`src/rtl/ad7476_spi_master_if.sv`:
```
// Signal bundle between the AD7476 SPI master and its neighbours: the
// ADC pins (cs_n_o, sck_o, miso_i) and the sample/handshake signals.
// With ADC_AUTO_TRIG_EN defined, the bundle also carries auto_en_i.
interface ad7476_spi_master_if;
    logic        start_i;
    logic        miso_i;
`ifdef ADC_AUTO_TRIG_EN
    logic        auto_en_i;
`endif
    logic        cs_n_o;
    logic        sck_o;
    logic        busy_o;
    logic [11:0] sample_o;
    logic [15:0] raw_o;
    logic        sample_valid_o;
    logic        fmt_err_o;
    logic        start_drop_o;

    // The controller side.
    modport master (
        input  start_i,
        input  miso_i,
`ifdef ADC_AUTO_TRIG_EN
        input  auto_en_i,
`endif
        output cs_n_o,
        output sck_o,
        output busy_o,
        output sample_o,
        output raw_o,
        output sample_valid_o,
        output fmt_err_o,
        output start_drop_o
    );

    // The side that requests conversions, serves MISO and consumes samples.
    modport slave (
        output start_i,
        output miso_i,
`ifdef ADC_AUTO_TRIG_EN
        output auto_en_i,
`endif
        input  cs_n_o,
        input  sck_o,
        input  busy_o,
        input  sample_o,
        input  raw_o,
        input  sample_valid_o,
        input  fmt_err_o,
        input  start_drop_o
    );
endinterface

```
`src/rtl/ad7476_spi_master.sv`:
```
// SPI master for an AD7476-class ADC. Each conversion is one 16-bit frame
// (4 leading zeros, then 12 data bits, MSB first). MISO is captured on every
// SCK rising transition. The 16-bit frame is published with a one-cycle
// sample_valid_o strobe.
// Optional macro ADC_AUTO_TRIG_EN adds a free-running sample-period timer.
// The timer is enabled by auto_en_i, and its start pulse is ORed with start_i.
module ad7476_spi_master #(
    parameter int CLK_DIV      = 4,  // clk_i cycles per SCK half-period / CS setup
    parameter int QUIET_CYCLES = 8   // minimum cs_n_o-high cycles between frames
`ifdef ADC_AUTO_TRIG_EN
    ,
    parameter int SAMPLE_PERIOD = 200  // clk_i cycles between automatic starts
`endif
) (
    input logic                  clk_i,
    input logic                  rst_i,
    ad7476_spi_master_if.master  bus
);

    typedef enum logic [2:0] {
        S_IDLE,
        S_CS_SETUP,
        S_SCK_LOW,
        S_SCK_HIGH,
        S_QUIET
    } state_t;

    localparam logic [7:0] DIV_LAST   = 8'(CLK_DIV - 1);
    localparam logic [7:0] QUIET_LAST = 8'(QUIET_CYCLES - 1);

    state_t      r_state, w_state_nx;
    logic [7:0]  r_div_cnt, w_div_nx;      // phase timer; QUIET reuses it
    logic [3:0]  r_bit_cnt, w_bit_nx;      // completed SCK periods in this frame
    logic [15:0] r_shift, w_shift_nx;
    logic [15:0] r_raw, w_raw_nx;
    logic        r_cs_n, w_cs_n_nx;
    logic        r_sck, w_sck_nx;
    logic        r_busy, w_busy_nx;
    logic        r_valid, w_valid_nx;
    logic        r_fmt_err, w_fmt_err_nx;
    logic        r_drop, w_drop_nx;
    logic        w_start;

`ifdef ADC_AUTO_TRIG_EN
    localparam logic [15:0] PERIOD_LAST = 16'(SAMPLE_PERIOD - 1);

    logic [15:0] r_period_cnt;
    logic        r_auto_pulse;

    // Sample-period timer: cleared while disabled; emits one pulse per period.
    always_ff @(posedge clk_i) begin
        if (rst_i || !bus.auto_en_i) begin
            r_period_cnt <= '0;
            r_auto_pulse <= 1'b0;
        end else if (r_period_cnt == PERIOD_LAST) begin
            r_period_cnt <= '0;
            r_auto_pulse <= 1'b1;
        end else begin
            r_period_cnt <= r_period_cnt + 16'd1;
            r_auto_pulse <= 1'b0;
        end
    end

    assign w_start = bus.start_i | (r_auto_pulse & bus.auto_en_i);
`else
    assign w_start = bus.start_i;
`endif

    // Next-state and next-output logic for the frame sequencer.
    always_comb begin
        // NOTE: every target gets a default before the case so no path can
        // leave it unassigned, which would otherwise infer a latch.
        w_state_nx   = r_state;
        w_div_nx     = r_div_cnt;
        w_bit_nx     = r_bit_cnt;
        w_shift_nx   = r_shift;
        w_raw_nx     = r_raw;
        w_cs_n_nx    = r_cs_n;
        w_sck_nx     = r_sck;
        w_busy_nx    = r_busy;
        w_valid_nx   = 1'b0;
        w_fmt_err_nx = 1'b0;
        w_drop_nx    = w_start && (r_state != S_IDLE);

        case (r_state)
            S_IDLE: begin
                if (w_start) begin
                    w_state_nx = S_CS_SETUP;
                    w_cs_n_nx  = 1'b0;
                    w_busy_nx  = 1'b1;
                    w_div_nx   = '0;
                    w_bit_nx   = '0;
                end
            end
            S_CS_SETUP: begin
                if (r_div_cnt == DIV_LAST) begin
                    w_div_nx   = '0;
                    w_state_nx = S_SCK_LOW;
                end else begin
                    w_div_nx = r_div_cnt + 8'd1;
                end
            end
            S_SCK_LOW: begin
                // The ADC changes MISO after the falling edge, so it is
                // stable here and is sampled as SCK rises.
                if (r_div_cnt == DIV_LAST) begin
                    w_div_nx   = '0;
                    w_sck_nx   = 1'b1;
                    w_shift_nx = {r_shift[14:0], bus.miso_i};
                    w_state_nx = S_SCK_HIGH;
                end else begin
                    w_div_nx = r_div_cnt + 8'd1;
                end
            end
            S_SCK_HIGH: begin
                if (r_div_cnt == DIV_LAST) begin
                    w_div_nx = '0;
                    w_sck_nx = 1'b0;
                    w_bit_nx = r_bit_cnt + 4'd1;
                    if (r_bit_cnt == 4'd15) begin
                        w_cs_n_nx    = 1'b1;
                        w_raw_nx     = r_shift;
                        w_valid_nx   = 1'b1;
                        w_fmt_err_nx = (r_shift[15:12] != 4'd0);
                        w_state_nx   = S_QUIET;
                    end else begin
                        w_state_nx = S_SCK_LOW;
                    end
                end else begin
                    w_div_nx = r_div_cnt + 8'd1;
                end
            end
            S_QUIET: begin
                if (r_div_cnt == QUIET_LAST) begin
                    w_div_nx   = '0;
                    w_busy_nx  = 1'b0;
                    w_state_nx = S_IDLE;
                end else begin
                    w_div_nx = r_div_cnt + 8'd1;
                end
            end
            default: begin
                w_state_nx = S_IDLE;
            end
        endcase
    end

    // State and output registers; reset aborts any frame and clears the sample.
    always_ff @(posedge clk_i) begin
        // NOTE: sequential state uses non-blocking assignments so every
        // register samples the pre-edge values, whatever the statement order.
        if (rst_i) begin
            r_state   <= S_IDLE;
            r_div_cnt <= '0;
            r_bit_cnt <= '0;
            r_shift   <= '0;
            r_raw     <= '0;
            r_cs_n    <= 1'b1;
            r_sck     <= 1'b0;
            r_busy    <= 1'b0;
            r_valid   <= 1'b0;
            r_fmt_err <= 1'b0;
            r_drop    <= 1'b0;
        end else begin
            r_state   <= w_state_nx;
            r_div_cnt <= w_div_nx;
            r_bit_cnt <= w_bit_nx;
            r_shift   <= w_shift_nx;
            r_raw     <= w_raw_nx;
            r_cs_n    <= w_cs_n_nx;
            r_sck     <= w_sck_nx;
            r_busy    <= w_busy_nx;
            r_valid   <= w_valid_nx;
            r_fmt_err <= w_fmt_err_nx;
            r_drop    <= w_drop_nx;
        end
    end

    assign bus.cs_n_o         = r_cs_n;
    assign bus.sck_o          = r_sck;
    assign bus.busy_o         = r_busy;
    assign bus.raw_o          = r_raw;
    assign bus.sample_o       = r_raw[11:0];
    assign bus.sample_valid_o = r_valid;
    assign bus.fmt_err_o      = r_fmt_err;
    assign bus.start_drop_o   = r_drop;

endmodule

```
`src/flat_wrapper.sv`:
```
// flat-port wrapper written by rule: the top's interface ports become plain ports
module ad7476_spi_master_flat 
#(
    parameter int CLK_DIV      = 4,                                                
    parameter int QUIET_CYCLES = 8                                               

)
  (clk_i, rst_i, bus_start_i, bus_miso_i, bus_cs_n_o, bus_sck_o, bus_busy_o, bus_sample_o, bus_raw_o, bus_sample_valid_o, bus_fmt_err_o, bus_start_drop_o);
  ad7476_spi_master_if bus_i ();
  input logic clk_i;
  input logic rst_i;
  input wire logic [$bits(bus_i.start_i)-1:0] bus_start_i;
  input wire logic [$bits(bus_i.miso_i)-1:0] bus_miso_i;
  output wire logic [$bits(bus_i.cs_n_o)-1:0] bus_cs_n_o;
  output wire logic [$bits(bus_i.sck_o)-1:0] bus_sck_o;
  output wire logic [$bits(bus_i.busy_o)-1:0] bus_busy_o;
  output wire logic [$bits(bus_i.sample_o)-1:0] bus_sample_o;
  output wire logic [$bits(bus_i.raw_o)-1:0] bus_raw_o;
  output wire logic [$bits(bus_i.sample_valid_o)-1:0] bus_sample_valid_o;
  output wire logic [$bits(bus_i.fmt_err_o)-1:0] bus_fmt_err_o;
  output wire logic [$bits(bus_i.start_drop_o)-1:0] bus_start_drop_o;
  assign bus_i.start_i = bus_start_i;
  assign bus_i.miso_i = bus_miso_i;
  assign bus_cs_n_o = bus_i.cs_n_o;
  assign bus_sck_o = bus_i.sck_o;
  assign bus_busy_o = bus_i.busy_o;
  assign bus_sample_o = bus_i.sample_o;
  assign bus_raw_o = bus_i.raw_o;
  assign bus_sample_valid_o = bus_i.sample_valid_o;
  assign bus_fmt_err_o = bus_i.fmt_err_o;
  assign bus_start_drop_o = bus_i.start_drop_o;
  ad7476_spi_master #(.CLK_DIV(CLK_DIV), .QUIET_CYCLES(QUIET_CYCLES)) u_core (.clk_i(clk_i), .rst_i(rst_i), .bus(bus_i));
endmodule
```
`config.mk`:
```
export PLATFORM = sky130hd
export DESIGN_NAME = ad7476_spi_master_flat
export DESIGN_NICKNAME = d
export VERILOG_FILES = /design/src/rtl/ad7476_spi_master_if.sv /design/src/rtl/ad7476_spi_master.sv /design/src/flat_wrapper.sv
export SDC_FILE = /design/constraint.sdc
export NUM_CORES = 1
export LEC_CHECK = 0
export ABC_AREA = 1
export ABC_CLOCK_PERIOD_IN_PS = 1700
export BUFFER_PORTS_ARGS = -buffer_cell sky130_fd_sc_hd__buf_2
export CORE_MARGIN = 4
export CORE_UTILIZATION = 35
export CTS_CLUSTER_SIZE = 14
export DETAILED_ROUTE_END_ITERATION = 10
export PLACE_DENSITY = 0.65
export SKIP_LAST_GASP = 1
export SYNTH_ARGS = -nofsm -noshare
export SYNTH_HDL_FRONTEND = slang
export SYNTH_SLANG_ARGS = --single-unit
```
`constraint.sdc`:
```
create_clock -name clk_i -period 1.7 [get_ports clk_i]
set_clock_uncertainty 0.05 [all_clocks]
set_input_delay 0.085 -clock clk_i [delete_from_list [all_inputs] [get_ports clk_i]]
set_output_delay 0.085 -clock clk_i [all_outputs]
set_load 0.01 [all_outputs]
```
==> reports/qor_table.md <==
| Stage | Item | This run |
|:---|:---|:---|
| global route | Met1 demand-to-capacity share in global routing | 16.3% |
| routing | Via count of the routed design | 2031 |
| global route | Number of global-route vias before repair | 1823 |
| flow run | Number of max-cap violations | 0 |
| global route | Antenna violations before repair | 0 |
| clock network | H-tree depth reported by CTS | 2 |
| layout | Relative area change from synthesis to final layout | 15.7% |
| synthesis | Top cells by count, synth | sky130_fd_sc_hd__nor2_1, sky130_fd_sc_hd__dfxtp_1, sky130_fd_sc_hd__nand2_1 |
| sta | Final cycle utilization of the critical path | 92.3% |
| sta | Setup repair after global routing missed its margin | yes |
| floorplan | Horizontal die dimension | 89.2 um |
| clock network | Clock tree sinks | 53 |
| synthesis | Share of synthesized flip-flops with an asynchronous set or reset | 0% |
| power | Power density relative to cell area | 1010 nW/um^2 |
| global route | Global-route track usage on met2 | 21.6% |
| sta | Highest clock frequency the design can meet | 637 MHz |
| global route | GRT Util Overall | 12.6% |
| floorplan | Die H | 89.2 um |
| floorplan | Total I/O pin count | 38 |
| routing | Remaining number of nets flagged by the antenna check after routing | 0 |
| global route | Layer carrying the most global-route usage | met2 |
| sta | Max-slew violation count | 0 |
| synthesis | Number of storage elements in the synthesis netlist | 53 |
| place | Number of I/O port buffers | 37 |
| outcome | Status | finished clean |
| synthesis | Most frequent cell after synthesis | sky130_fd_sc_hd__nor2_1 |
| clock network | Maximum clock path buffer count | 2 |
| critical path | Max incr delay on CP | 0.37 ns |
| synthesis | Netlist area before placement | 2310 sq um |
| sta | Slew at the pin with the worst max-slew slack | 0.360 ns |
| synthesis | Largest area contributor in the netlist | sky130_fd_sc_hd__dfxtp_1 |
| critical path | Worst endpoint data arrival time | 1.72 ns |
| floorplan | Die area | 7950 sq um |
| clock network | Number of buffers added by the clock tree synthesis step | 5 |
| synthesis | Post-synthesis net count | 316 |
| layout | Final #Nets | 349 |
| floorplan | Area of the placeable core | 6390 sq um |
| power | Maximum vdd ir drop | 430 uV |
| clock network | Clock transition at path regs | 0.10 ns |
| synthesis | Most area-consuming cells after synthesis | sky130_fd_sc_hd__dfxtp_1, sky130_fd_sc_hd__nor2_1, sky130_fd_sc_hd__a21oi_1, sky130_fd_sc_hd__nand2_1, sky130_fd_sc_hd__o21ai_0 |
| routing | Routed WL per cell | 11.3 um |
| global route | Global-route wire length before repair | 8150 um |
| sta | Final total negative setup slack | 0 ns |
| global route | Overflow after GRT | 0 |
| global route | Pin count of the biggest net entering global routing | 39 |
| sta | Total setup violations reported at the end of the flow | 0 |
| floorplan | Initial core utilization | 36.1% |
| critical path | Setup crit end kind | flop |
| critical path | Worst path top cell family by delay | simple AND/OR/NAND/NOR gates |
| global route | Global Route met3 Usage | 2.30% |
| critical path | Type of the worst setup path | flop to flop |
| place | Setup slack after placement | 0.0571 ns |
| layout | Share of layout cells above drive strength 1 | 21.5% |
| sta | Headroom to the max-slew limit | 75.7% |
| routing | Post-route DRC violation count | 0 |
| critical path | Buffering stage count on the worst path with inverters included | 0 |
| synthesis | Dominant synthesized flop cell | sky130_fd_sc_hd__dfxtp_1 |
| min path | Hold WC Path Type | primary input to flop |
| synthesis | Number of standard cells after synthesis | 310 |
| layout | Number of inserted filler cells in the final layout | 665 |
| critical path | Cell breakdown of the critical path | ha_1, nand3_1, nor3_4, nand2_4, o21ai_0, nor2_1 |
| critical path | Library cell contributing the largest single delay on the critical path | sky130_fd_sc_hd__dfxtp_1 |
| floorplan | Cell row count | 29 |
| sta | Worst setup slack after layout | 0.131 ns |
| power | Leakage | 1.18 nW |
| synthesis | Count of cell types in the netlist | 28 |
| synthesis | Seq/Total Area, Yosys | 46.0% |
| place | Last weighted congestion value of the routability-driven placer | 0.790 |
| place | Half-perimeter wire length of the detailed placement result | 3430 um |
| routing | Mean number of vias per cell | 4.82 |
| clock network | Root buffer selected by CTS | sky130_fd_sc_hd__clkbuf_8 |
| synthesis | Average cell area after synthesis | 7.44 sq um |
| clock network | Clock tree from TritonCTS | yes |
| layout | Ant diodes | 0 |
| synthesis | Warnings, synthesis | 0 |
| synthesis | Count of flip-flops with a built-in enable after synthesis | 0 |
| sta | Crit path time final | 1.57 ns |
| critical path | Largest fanout on the critical path | 17 |
| critical path | Required time at the endpoint of the critical path | 1.85 ns |
| synthesis | Fraction of post-synthesis cell area in the top cell type by area | 46.0% |
| routing | Pre-antenna DRT Iters | 4 |
| routing | Violation count after the first detailed-route iteration | 116 |
| critical path | Startpoint kind of the worst setup timing path | flop |
| routing | Final Routed Wirelength | 4770 um |
| clock network | Worst skew pair latency | 0.30 ns |
| sta | Final hold viol count | 0 |
-- kinds of logic (layout without fill, tap and decap cells) --
logic type               after synthesis  count (layout)  share of synthesized area (%)
buffers and inverters                 46              80                           10.6
AO/OA/AOI/OAI                         71              71                           16.2
AND/OR/NAND/NOR                      138             138                           26.1
flip-flops                            53              53                           46.0
adder cells (fa/ha/maj)                2               2                           1.08
-- area by class of cell --
type | count | area (sq um) | share of cell area (%)
clock inverter | 3 | 43.8 | 1.64
timing repair buffer | 50 | 292 | 10.9
tap | 77 | 96.3 | 3.61
multi-input combinational | 211 | 1020 | 38.3
clock buffer | 5 | 68.8 | 2.58
inverter | 22 | 85.1 | 3.19
sequential | 53 | 1060 | 39.8
-- where the power goes --
group | switching [mW] | internal (mW) | total [mW]
Combinational | 0.324 | 0.159 | 0.483
Sequential | 0.0478 | 1.29 | 1.34
Clock | 0.418 | 0.442 | 0.860
Total | 0.791 | 1.90 | 2.69
-- per-layer routing --
metal  wire length, um  vias to the layer above
met4                40                        0
li1                  -                     1067
met5                 0                        -
met1              2230                      933
met3               173                        2
met2              2330                       29
-- timing repair --
action / in CTS / in global routing
resized for setup: 0 / 9
hold endpoints to repair: 2 / 0
buffers inserted: 0 / 0
hold buffers: 2 / 0
setup endpoints to repair: 0 / 40
-- sequential cells by signal, indices dropped and copies added, names as in the netlist, 3 cells and up --
name / count
u_core.r_shift: 16
u_core.r_div_cnt: 8
u_core.bus.raw_o: 16
u_core.r_state: 3
u_core.r_bit_cnt: 4
-- stage by stage --
step	hold WS [ns]	utilization, %	cells	power, mW	cell area, sq um
floorplan	0.103	-	310	1.70	2310
global placement	0.316	39.3	411	1.81	2510
detailed placement	0.321	39.3	411	1.82	2510
CTS	0.0987	41.4	421	2.68	2640
global route	0.112	41.8	421	2.84	2670
finish	0.101	41.8	421	2.69	2670
-- worst paths after layout --
kind | start | end | slack [ns] | cells past startpoint
min | rst_i | u_core.r_div_cnt[6] | 0.10 | 2
max reg2reg | u_core.r_bit_cnt[1] | u_core.bus.raw_o[4] | 0.13 | 6
max | u_core.r_bit_cnt[1] | u_core.bus.raw_o[4] | 0.13 | 6
min reg2reg | u_core.bus.sck_o | u_core.bus.sck_o | 0.42 | 2
-- worst reg2reg max path: stages, from the launching register on --
cell and delay (ns):
sky130_fd_sc_hd__dfxtp_1 0.37, sky130_fd_sc_hd__ha_1 0.20, sky130_fd_sc_hd__nand3_1 0.18, sky130_fd_sc_hd__nor3_4 0.25, sky130_fd_sc_hd__nand2_4 0.17, sky130_fd_sc_hd__o21ai_0 0.21
sky130_fd_sc_hd__nor2_1 0.05
-- placed cells by master, fill, tap and decap left out, drive strengths merged, types with 2 or more instances in the layout --
cell type,synthesis,layout
o21bai,2,2
nor3,3,3
nand4,5,5
nor2,68,68
buf,18,48
dfxtp,53,53
inv,22,23
nand3,18,18
dlygate4sd3,0,2
a21oi,30,30
o21ai,38,38
nand2,42,42
ha,2,2
clkbuf,6,5
(Power assumes the default switching activity.)
